[config.mk]
export PLATFORM = sky130hd
export DESIGN_NAME = rng_ram_flat
export DESIGN_NICKNAME = d
export VERILOG_FILES = /design/src/rtl/rng_ram_if.sv /design/src/rtl/rng_ram.sv /design/src/flat_wrapper.sv
export SDC_FILE = /design/constraint.sdc
export NUM_CORES = 1
export LEC_CHECK = 0
export CAP_MARGIN = 25
export CORE_MARGIN = 2
export CORE_UTILIZATION = 40
export DETAILED_ROUTE_END_ITERATION = 10
export PLACE_DENSITY_LB_ADDON = 0.15
export SLEW_MARGIN = 20
export SYNTH_ARGS = -nofsm -noshare
export SYNTH_HDL_FRONTEND = slang
export SYNTH_SLANG_ARGS = --single-unit
[constraint.sdc]
create_clock -name clk -period 2.8 [get_ports clk]
set_input_delay 0.28 -clock clk [delete_from_list [all_inputs] [get_ports clk]]
set_output_delay 0.28 -clock clk [all_outputs]
set_load 0.1 [all_outputs]
[src/rtl/rng_ram_if.sv]
// rng_ram_if: bus bundle for the rng_ram scratch RAM + LFSR block.
//   seed     : LFSR load value (sampled by the block while reset is high)
//   rnd      : current LFSR state from the block
//   data_in  : RAM write data
//   w_addr   : RAM write address
//   w_enable : RAM write strobe, active-high
//   r_addr   : RAM read address
//   data_out : registered RAM read data from the block
// Modports: master drives the requests, slave is the rng_ram block.
interface rng_ram_if #(
    parameter int DATA_WIDTH = 8,
    parameter int ADDR_WIDTH = 6
);
    logic [31:0]           seed;
    logic [31:0]           rnd;
    logic [DATA_WIDTH-1:0] data_in;
    logic [ADDR_WIDTH-1:0] w_addr;
    logic                  w_enable;
    logic [ADDR_WIDTH-1:0] r_addr;
    logic [DATA_WIDTH-1:0] data_out;

    modport master (
        output seed, data_in, w_addr, w_enable, r_addr,
        input  rnd, data_out
    );

    modport slave (
        input  seed, data_in, w_addr, w_enable, r_addr,
        output rnd, data_out
    );
endinterface

[src/rtl/rng_ram.sv]
// rng_ram: simple dual-port synchronous scratch RAM (one write port, one
// registered read port) paired with a 32-bit Fibonacci LFSR
// (x^32+x^22+x^2+x+1) used as a reproducible pseudo-random word source.
// Ports:
//   clk   : single clock, all state changes on the rising edge
//   reset : synchronous, active-high; reloads the LFSR from seed and clears
//           data_out; never touches the memory array
//   bus   : rng_ram_if.slave (seed, rnd, data_in, w_addr, w_enable,
//           r_addr, data_out)
module rng_ram #(
    parameter int  DATA_WIDTH = 8,
    parameter int  RAM_SIZE   = 64,
    localparam int ADDR_WIDTH = $clog2(RAM_SIZE)
) (
    input  logic      clk,
    input  logic      reset,
    rng_ram_if.slave  bus
);
    // One extra bit so the range compare also works when RAM_SIZE is a
    // power of two (RAM_SIZE itself does not fit in ADDR_WIDTH bits).
    localparam logic [ADDR_WIDTH:0] SIZE_L = (ADDR_WIDTH + 1)'(RAM_SIZE);

    logic [DATA_WIDTH-1:0] mem [RAM_SIZE];

    logic [31:0]           rnd_q, rnd_d;
    logic [31:0]           seed_load;
    logic [DATA_WIDTH-1:0] data_out_q, data_out_d;
    logic                  w_in_range;
    logic                  r_in_range;

    always_comb begin
        w_in_range = ({1'b0, bus.w_addr} < SIZE_L);
        r_in_range = ({1'b0, bus.r_addr} < SIZE_L);

        // A zero seed would lock the LFSR in the all-zero state forever.
        seed_load = (bus.seed == 32'h0) ? 32'h0000_0001 : bus.seed;

        rnd_d = {rnd_q[30:0], rnd_q[31] ^ rnd_q[21] ^ rnd_q[1] ^ rnd_q[0]};

        // mem is read here before this edge's write lands, which gives
        // read-before-write on an address collision.
        data_out_d = '0;
        if (r_in_range) begin
            data_out_d = mem[bus.r_addr];
        end
    end

    always_ff @(posedge clk) begin
        if (reset) begin
            rnd_q      <= seed_load;
            data_out_q <= '0;
        end else begin
            rnd_q      <= rnd_d;
            data_out_q <= data_out_d;
        end
    end

    // The array has no reset; writes proceed even while reset is high.
    always_ff @(posedge clk) begin
        if (bus.w_enable && w_in_range) begin
            mem[bus.w_addr] <= bus.data_in;
        end
    end

    assign bus.rnd      = rnd_q;
    assign bus.data_out = data_out_q;
endmodule

[src/flat_wrapper.sv]
// flat-port wrapper written by rule: the top's interface ports become plain ports
module rng_ram_flat 
#(
    parameter int  DATA_WIDTH = 8,
    parameter int  RAM_SIZE   = 64,
    localparam int ADDR_WIDTH = $clog2(RAM_SIZE)
)
  (clk, reset, bus_seed, bus_data_in, bus_w_addr, bus_w_enable, bus_r_addr, bus_rnd, bus_data_out);
  rng_ram_if #(.DATA_WIDTH(DATA_WIDTH), .ADDR_WIDTH((6))) bus_i ();
  input  logic clk;
  input  logic reset;
  input wire logic [$bits(bus_i.seed)-1:0] bus_seed;
  input wire logic [$bits(bus_i.data_in)-1:0] bus_data_in;
  input wire logic [$bits(bus_i.w_addr)-1:0] bus_w_addr;
  input wire logic [$bits(bus_i.w_enable)-1:0] bus_w_enable;
  input wire logic [$bits(bus_i.r_addr)-1:0] bus_r_addr;
  output wire logic [$bits(bus_i.rnd)-1:0] bus_rnd;
  output wire logic [$bits(bus_i.data_out)-1:0] bus_data_out;
  assign bus_i.seed = bus_seed;
  assign bus_i.data_in = bus_data_in;
  assign bus_i.w_addr = bus_w_addr;
  assign bus_i.w_enable = bus_w_enable;
  assign bus_i.r_addr = bus_r_addr;
  assign bus_rnd = bus_i.rnd;
  assign bus_data_out = bus_i.data_out;
  rng_ram #(.DATA_WIDTH(DATA_WIDTH), .RAM_SIZE(RAM_SIZE)) u_core (.clk(clk), .reset(reset), .bus(bus_i));
endmodule
==> reports/qor.yml, run 1 <==
outcome: "finished, final reports clean"
worst_ep_arrival_time_ns: 2.72
hold_viol: 0
synth_area_um2: 21400
cts.sinks: 552
drt-initial-drc-count: 1051
min_path_type: "in -> reg"
hold_buffers: 0
wl_per_cell_um: 26.9
antenna_found_initial: 0
async_reset_ff_frac: 0
powerDensity_nw_per_um2: 713
yosysWarnings: 0
yosysTopAreaCell: "edfxtp_1"
synth_edf_count: 512
max_freq_mhz: 451
start_util: 0.406
wl_mm: 53.4
final.min_clock_period_ns: 2.22
ir_worst_vdd_v: 0.000456
tightest_slew_ns: 0.797
cts_resized: 0
rows: 84
drt_pass1_iterations: 5
slew_headroom: 0.469
dpl.hpwl_mm: 35.1
final_common_cell: "edfxtp_1"
finalSetupViolCount: 0
clock_latency_ns: 0.61
io_buffer_count: 94
timing.final.crit_share: 0.793
maxCapViolations: 0
die_height_um: 235
ctsHtreeMaxLevel: 2
synth_top_area_frac: 0.718
cts.clk_slew.worst_paths_ns: 0.06
final_cell_count_no_fill: 1988
dp.cells: 1882
clockBufferDepth: 3
nNetsFinal: 1310
grt_pass1_vias: 11200
num_vias: 10900
cts_root_buffer: "clkbuf_16"
synth_area_leaders: "edfxtp_1 72%, mux4_2 11%, dfxtp_1 3.7%"
area_delta_synth_final_pct: 20.5
ys_seq_area_frac: 0.755
n_antenna_cell: 0
critPathMaxFanout: 1
drc: 0
multi_input_area_um2: 4910
synth_seq_cells: 552
final_cell_mix: "512 x edfxtp_1, 171 x buf_4, 107 x mux4_2"
overflow: 0
rsz0062_at_grt: "no"
synth_cell_type_count: 48
final_core_util: 0.489
grt_pass1_wl_mm: 77.6
cp-start-kind: "flop"
regArea_um2: 16200
clock_skew_ns: 0.0282
syn_avg_cell_area_um2: 21.1
setup_tns_ns: 0
report.final.slew_viol_count: 0
io-pin-count: 95
syn_inst: 1013
cts_tree: "done"
ant_nets: 0
cp-end-kind: "flop"
critPathKind: "reg -> reg"
core_area_um2: 52800
crit_required_ns: 3.30
die-area_um2: 55400
cts_buffers: 58
p_leak_nw: 8.61
grt_usage: 0.193
fill_cells: 4332
synthFlopType: "edfxtp_1"
drive_gt1_frac: 0.324
place.gp.congestion: 0.807
synth_nets: 1068
vias_per_cell: 5.49
post-cts-setup-buffer-count: 0
die_x_um: 235
grt_max_degree: 65
-- sequential cells by signal, indices dropped and copies added, names as in the netlist --
register / cells
u_core.bus.data_out: 8
u_core.bus.rnd: 32
u_core.mem: 512
-- metrics by stage --
step	total power, W	setup WS (ns)	hold slack (ns)	area, um^2
global placement	0.0110	0.263	0.467	23900
floorplan	0.0104	0.877	0.379	21400
global route	0.0190	0.551	0.150	25800
detailed placement	0.0110	0.277	0.471	23900
CTS	0.0186	0.642	0.125	25800
finish	0.0184	0.581	0.156	25800
-- where the power goes --
part | internal (W) | switching [W]
clock | 0.00449 | 0.00310
sequential | 0.00912 | 0.0000570
combinational | 0.000528 | 0.00110
total | 0.0141 | 0.00425
-- worst max-delay path: stages (launching register included) --
cell and delay (ns):
edfxtp_1 0.35, mux4_2 0.48, nor2b_1 0.14, a211oi_1 0.65, a2111oi_0 0.18, a211o_1 0.31
-- cells by family (layout without fill, tap and decap cells) --
logic type,after synthesis,in the layout,synth area share
AND/OR/NAND/NOR,152,152,0.0328
flip-flops,552,552,0.755
multiplexers,205,205,0.179
buffers and inverters,54,341,0.0153
XOR/XNOR,3,3,0.00123
AO/OA/AOI/OAI,47,47,0.0165
-- synthesized netlist by cell type, types with 2 or more instances --
| master | n |
|---|---|
| edfxtp_1 | 512 |
| mux4_2 | 107 |
| nor2_1 | 77 |
| dfxtp_1 | 40 |
| mux2_2 | 37 |
| mux2i_1 | 37 |
| mux4_1 | 24 |
| clkbuf_1 | 16 |
| nand2_1 | 16 |
| buf_2 | 15 |
| nor2b_1 | 13 |
| buf_4 | 12 |
| nor4_1 | 12 |
| nand3_1 | 10 |
| nor3_1 | 8 |
| a21oi_1 | 6 |
| buf_6 | 6 |
| nand2b_1 | 5 |
| o22ai_1 | 5 |
| a211oi_1 | 4 |
| a22o_1 | 4 |
| nand4_1 | 4 |
| o221ai_1 | 4 |
| a31oi_1 | 3 |
| buf_1 | 3 |
| nand3b_1 | 3 |
| a2111oi_0 | 2 |
| a22oi_1 | 2 |
| a32o_1 | 2 |
| a32oi_1 | 2 |
| o21ai_0 | 2 |
| o21ai_1 | 2 |
| o31ai_1 | 2 |
| xnor2_1 | 2 |
-- per-layer routing --
layer  routed length [um]  track usage  part of all wire  up-vias
li1                     -            -                 -     4706
met1                24500        0.284              0.46     5793
met2                25000        0.302              0.47      337
met3                 3020       0.0307             0.057       71
met4                  944       0.0494             0.018        0
met5                    0            0                 0        -
-- final timing paths --
| kind | startpoint | to | slack [ns] | cells past startpoint |
|---|---|---|---|---|
| worst max-delay path | u_core.mem[6][4] | u_core.bus.data_out[4] | 0.58 | 5 |
| worst min-delay path | bus_data_in[3] | u_core.mem[50][3] | 0.16 | 1 |
| worst max register to register | u_core.mem[6][4] | u_core.bus.data_out[4] | 0.58 | 5 |
| worst min register to register | u_core.bus.rnd[18] | u_core.bus.rnd[19] | 0.48 | 1 |
-- area by class of cell --
type / count / share of cell area
clock buffer: 70 / 0.0592
timing repair buffer: 235 / 0.0767
multi-input combinational: 407 / 0.190
tap: 688 / 0.0334
inverter: 1 / 0.000146
clock inverter: 35 / 0.0132
sequential: 552 / 0.627
Power figures use the tool's default switching activity.
==> run 2, diff against run 1 <==
==> constraint.sdc (replaced) <==
create_clock -name clk -period 2.19 [get_ports clk]
set_input_delay 0.219 -clock clk [delete_from_list [all_inputs] [get_ports clk]]
set_output_delay 0.219 -clock clk [all_outputs]
set_load 0.1 [all_outputs]
==> reports/qor.yml, run 2 (synthesis gave the netlist of run 1 again) <==
io_buffer_count: 94  # unchanged
nNetsFinal: 1365  # +4.2%
antenna_found_initial: 2  # +2
fill_cells: 4411  # +1.8%
final_core_util: 0.496  # +0.00747
crit_required_ns: 2.68  # -0.62 ns
grt_usage: 0.194  # +0.000515
timing.rr.end: "u_core.bus.data_out[5]"
grt_pass1_wl_mm: 78.3  # +0.87%
dpl.hpwl_mm: 35.4  # +1.0%
hold_slack_ns: 0.0331  # -0.123 ns
cp-end-kind: "flop"
largest_reg_flops: 512  # unchanged
ctsHtreeMaxLevel: 2  # unchanged
rows: 84  # unchanged
r2r_slack_ns: 0.16  # -0.43 ns
max_freq_mhz: 492  # +9.1%
report.final.slew_viol_count: 0  # unchanged
worst-path-buf-inv: 1  # +1
cp_top_family: "compound AO/OA/AOI/OAI gates"
finalSetupViolCount: 0  # unchanged
crit_chain: "mux4_2 -> nor2b_1 -> a2111oi_1 -> buf_4 -> o41ai_1"
whs_path_depth: 1  # unchanged
clock_latency_ns: 0.60  # about the same
timing.final.crit_share: 0.929  # +0.136
regMostFlops: "u_core.mem"
cts_buffers: 57  # -1.7%
critPathKind: "reg -> reg"
rsz0062_at_grt: "no"
final_common_cell: "edfxtp_1"
place.gp.congestion: 0.862  # +6.8%
fin_area_um2: 26200  # +1.5%
r2r_cells: 5  # unchanged
ant_nets: 0  # unchanged
overflow: 0  # unchanged
drc: 0  # unchanged
maxCapViolations: 0  # unchanged
slowest_delay_ns: 0.70  # +0.05 ns
clockBufferDepth: 3  # unchanged
tightest_slew_ns: 0.747  # -0.0502 ns
cpMaxStageDelayCell: "a2111oi_1"
r2r_start: "u_core.mem[35][5]"
cts_resized: 1  # +1
final_cell_mix: "512 x edfxtp_1, 217 x buf_4, 107 x mux4_2"
die_height_um: 235  # unchanged
drt-initial-drc-count: 1112  # +5.8%
hold_buffers: 0  # unchanged
hold_viol: 0  # unchanged
drt_pass1_iterations: 5  # unchanged
worstSetupStartpoint: "u_core.mem[35][5]"
die-area_um2: 55400  # unchanged
worst_ep_arrival_time_ns: 2.53  # -0.19 ns
p_leak_nw: 8.86  # +2.8%
clock_skew_ns: 0.0181  # -0.0101 ns
placed_area_um2: 24500  # +2.4%
grt_pass1_vias: 11400  # +1.6%
ir_worst_vdd_v: 0.000526  # +15%
hold_end: "u_core.mem[28][6]"
wl_mm: 53.3  # -0.15%
critPathMaxFanout: 1  # unchanged
slew_headroom: 0.501  # +0.0322
cp-start-kind: "flop"
wl_per_cell_um: 26.1  # -2.8%
min-delay-start: "bus_data_in[6]"
cts.clk_slew.worst_paths_ns: 0.06  # about the same
grt_max_degree: 65  # unchanged
cts_tree: "done"
final.min_clock_period_ns: 2.03  # -0.185 ns
outcome: "finished, final reports clean"
vias_per_cell: 5.38  # -1.9%
area_delta_synth_final_pct: 22.3
num_vias: 11000  # +0.78%
die_x_um: 235  # unchanged
drive_gt1_frac: 0.348  # +0.0240
post-cts-setup-buffer-count: 0  # unchanged
core_area_um2: 52800  # unchanged
powerDensity_nw_per_um2: 877  # +23%
start_util: 0.406  # unchanged
cts_root_buffer: "clkbuf_16"
io-pin-count: 95  # unchanged
cts.sinks: 552  # unchanged
min_path_type: "in -> reg"
[run 2: final cells by class]
| type | instances | area, um^2 | share of cell area |
|---|---|---|---|
| flip-flops and latches | 552 | 16200 | 0.618 |
| multi-input cells | 407 | 4910 | 0.187 |
| repair buffers | 291 | 2520 | 0.0961 |
| clock buffers | 78 | 1530 | 0.0582 |
| well taps | 688 | 861 | 0.0329 |
| clock inverters | 25 | 196 | 0.00750 |
| inverters | 1 | 3.75 | 0.000143 |
| diodes | 1 | 2.50 | 0.0000955 |
[run 2: how the worst max path moves through the flow]
stage / cells past startpoint / end
5_1_grt: 5 / u_core.bus.data_out[5]
4_1_cts: 5 / u_core.bus.data_out[5]
3_5_place_dp: 7 / u_core.bus.data_out[5]
3_3_place_gp: 7 / u_core.bus.data_out[5]
6_report: 5 / u_core.bus.data_out[5]
2_1_floorplan: 8 / u_core.bus.data_out[7]
[run 2: routing by layer]
| metal | routed length, um | GRT usage |
|---|---|---|
| met5 | 13 | 0 |
| met4 | 1040 | 0.0471 |
| met3 | 3390 | 0.0414 |
| met2 | 25100 | 0.302 |
| met1 | 23800 | 0.280 |
[run 2: per-stage QoR]
step | power (W) | instances | setup WS (ns) | setup TNS (ns)
3_3_place_gp | 0.0141 | 1939 | -0.362 | -0.648
2_1_floorplan | 0.0133 | 1013 | 0.328 | 0
6_report | 0.0230 | 2043 | 0.155 | 0
3_5_place_dp | 0.0142 | 1939 | -0.341 | -0.674
5_1_grt | 0.0237 | 2042 | 0.146 | 0
4_1_cts | 0.0232 | 2042 | 0.134 | 0
[run 2: power breakdown]
group | switching, W | leakage (nW) | internal [W]
Combinational | 0.00141 | 3.07 | 0.000763
Sequential | 0.0000765 | 4.94 | 0.0117
Clock | 0.00385 | 0.848 | 0.00519
==> patch, RTL diff (config.mk and constraints of run 1) <==
`DATA_WIDTH` is set to 8 in 3 places; all go to 6.
--- a/src/rtl/rng_ram_if.sv
+++ b/src/rtl/rng_ram_if.sv
@@ -8,7 +8,7 @@
 //   data_out : registered RAM read data from the block
 // Modports: master drives the requests, slave is the rng_ram block.
 interface rng_ram_if #(
-    parameter int DATA_WIDTH = 8,
+    parameter int DATA_WIDTH = 6,
     parameter int ADDR_WIDTH = 6
 );
     logic [31:0]           seed;
--- a/src/rtl/rng_ram.sv
+++ b/src/rtl/rng_ram.sv
@@ -8,7 +8,7 @@
 //   bus   : rng_ram_if.slave (seed, rnd, data_in, w_addr, w_enable,
 //           r_addr, data_out)
 module rng_ram #(
-    parameter int  DATA_WIDTH = 8,
+    parameter int  DATA_WIDTH = 6,
     parameter int  RAM_SIZE   = 64,
     localparam int ADDR_WIDTH = $clog2(RAM_SIZE)
 ) (
--- a/src/flat_wrapper.sv
+++ b/src/flat_wrapper.sv
@@ -1,7 +1,7 @@
 // flat-port wrapper written by rule: the top's interface ports become plain ports
 module rng_ram_flat 
 #(
-    parameter int  DATA_WIDTH = 8,
+    parameter int  DATA_WIDTH = 6,
     parameter int  RAM_SIZE   = 64,
     localparam int ADDR_WIDTH = $clog2(RAM_SIZE)
 )
Interface: changed (resized bus_data_in and bus_data_out); port bits go from 95 to 91. The function was not compared with the original's and may differ.
==> patch against run 1 <==
- sequential power is 24% lower
- cell count shrank 21%
- core utilization is 0.40 points lower
- design area down 24%
- critical path depth down 1
- global-route usage up 0.28 points
- wire length is 25% lower
- combinational power fell by 16%
- power is 24% lower
- setup slack better by 0.16 ns
- sequential cell count is 130 lower
- clock skew shrank 0.0017 ns
- area after synthesis decreased by 24%
- critical endpoint is now u_core.mem[18][3]
==> patch: results (changes against run 1) <==
Parameter                              Value

Worst hold path
  Worst-case hold path end point    u_core.mem[19][3]
  Tightest Hold Check Type    input pin to flip-flop

Synth
  Syn nets    873 (-18%)
  Most instantiated cells after synthesis    edfxtp_1, mux4_2, nor2_1
  Synth cell types    43 (-10%)
  Mux cell area share after synthesis    16.3% (-1.6 points)
  Number of enable-type register cells in the synthesized netlist    384 (-25%)
  Leading cell types by total area after synthesis    edfxtp_1, mux4_2, dfxtp_1
  Gate Count Post-Synth    820 (-19%)
  Post-synthesis xor/xnor area fraction    0.160% (+0.038 points)
  Compound-cell area share of the yosys netlist    2.15% (+0.50 points)
  Sequential area share after synthesis    75.1% (-0.48 points)

Clock network
  Cts bufs inserted    45 (-22%)
  Number of buffers inserted by post-CTS setup repair    0 (unchanged)
  Root cell of the clock tree    clkbuf_16
  Clk Latency, worst-skew pair    0.58 ns (-0.03 ns)

STA
  Worst-case clock skew    0.0264 ns (-0.00172 ns)
  Transition time at the pin with the least slew margin    0.647 ns (-0.150 ns)
  Achievable Freq    0.486 GHz (+8.0%)

Setup path
  CP max stage cell    clkdlybuf4s50_1
  Worst stage delay on the critical path    0.67 ns (+0.02 ns)
  Launch instance of the worst register-to-register path    u_core.mem[22][4]
  Worst setup path endpoint    u_core.mem[18][3]
  Reg2reg setup slack    0.98 ns (+0.40 ns)
  Timing startpoint of the critical path    bus_w_addr[1]
  R2R cell count    5 (unchanged)
  End of the worst register-to-register path    u_core.bus.data_out[4]
  Largest fanout of any net on the critical path    10 (+9)

Global route
  Overall fraction of global-route tracks in use    19.6% (+0.28 points)
  Number of antenna violations at the first check in global routing    1 (+1)
  Maximum number of pins on one net before global-route repair    45 (-31%)
  Vias in the first global route    8,612 (-23%)
  Wire length of the first global-routing pass    58,800 microns (-24%)

Placed design
  Placed cells    1,489 (-21%)
  Global placement routability congestion    0.847 (+4.9%)
  Post-Place Worst Slack    0.208 ns (-0.0693 ns)
  Port-buffer cells    90 (-4.3%)
  HPWL after detailed placement    27,000 microns (-23%)

Drt
  Starting DRC count in detailed routing    743 (-29%)
  Total via count after detailed routing    8,469 (-22%)
  TritonRoute pass-1 iters    5 (unchanged)
  Routed length per placed instance    25.6 microns (-4.8%)

Power and ir drop
  Leakage component of the power    6.45 nW (-25%)
  Worst supply voltage drop on vdd    505 uV (+11%)

Cells and area
  Filler instances    3,397 (-22%)
  Number of flip-flops in the largest register    384 (-25%)
  Final Net Count    1,057 (-19%)
  Number of standard cells in the final layout excluding fillers    1,574 (-21%)
  Layout cells sized above 1    31.7% (-0.68 points)

Status
  Run status    finished clean
patch: cell types whose count changed after synthesis, sizes merged, moves of 4 or more:
| cell | delta |
|---|---|
| edfxtp | -128 |
| nand2b | +4 |
| buf | -8 |
| mux4 | -34 |
| a211oi | +4 |
| mux2i | -29 |
| o21ai | +6 |
patch: area by class of cell:
cell class                 count  share of cell area, %
antenna                        1                 0.0127
clock buffer                  62                   6.35
clock inverter                22                  0.692
multi-input combinational    352                   19.3
sequential                   422                   62.4
tap                          532                   3.38
timing repair buffer         183                   7.90
patch: worst max-delay path, delay by kind of cell:
kind / cells / cell delay (ns)
buffers and inverters: 1 / 0.67
AND/OR/NAND/NOR: 3 / 1.31
patch: power by group:
part	total [W]	leakage, nW	internal [W]	switching (W)
Sequential	0.00702	3.77	0.00697	0.0000497
Clock	0.00561	0.667	0.00322	0.00239
Combinational	0.00137	2.00	0.000430	0.000936
patch: stage by stage:
step	hold slack (ns)	utilization (%)	instance area [sq um]	power (W)
floorplan	0.379	-	16400	0.00804
global placement	0.467	45.1	18300	0.00853
detailed placement	0.471	45.1	18300	0.00854
CTS	0.153	48.5	19700	0.0142
global route	0.169	48.5	19700	0.0145
finish	0.169	48.5	19700	0.0140
patch: cell families (layout without fill, tap and decap cells):
logic type / Yosys count / count (layout)
XOR/XNOR: 3 / 3
AO/OA/AOI/OAI: 51 / 51
multiplexers: 139 / 139
flip-flops: 422 / 422
buffers and inverters: 46 / 267
other: 0 / 1
AND/OR/NAND/NOR: 159 / 159
patch: routing by layer:
| metal | track usage [%] | wire length (microns) | vias to the layer above |
|---|---|---|---|
| li1 | - | - | 3735 |
| met1 | 27.8 | 17500 | 4361 |
| met2 | 29.8 | 18600 | 312 |
| met3 | 5.30 | 3190 | 61 |
| met4 | 5.77 | 1000 | 0 |
| met5 | 0 | 0 | - |
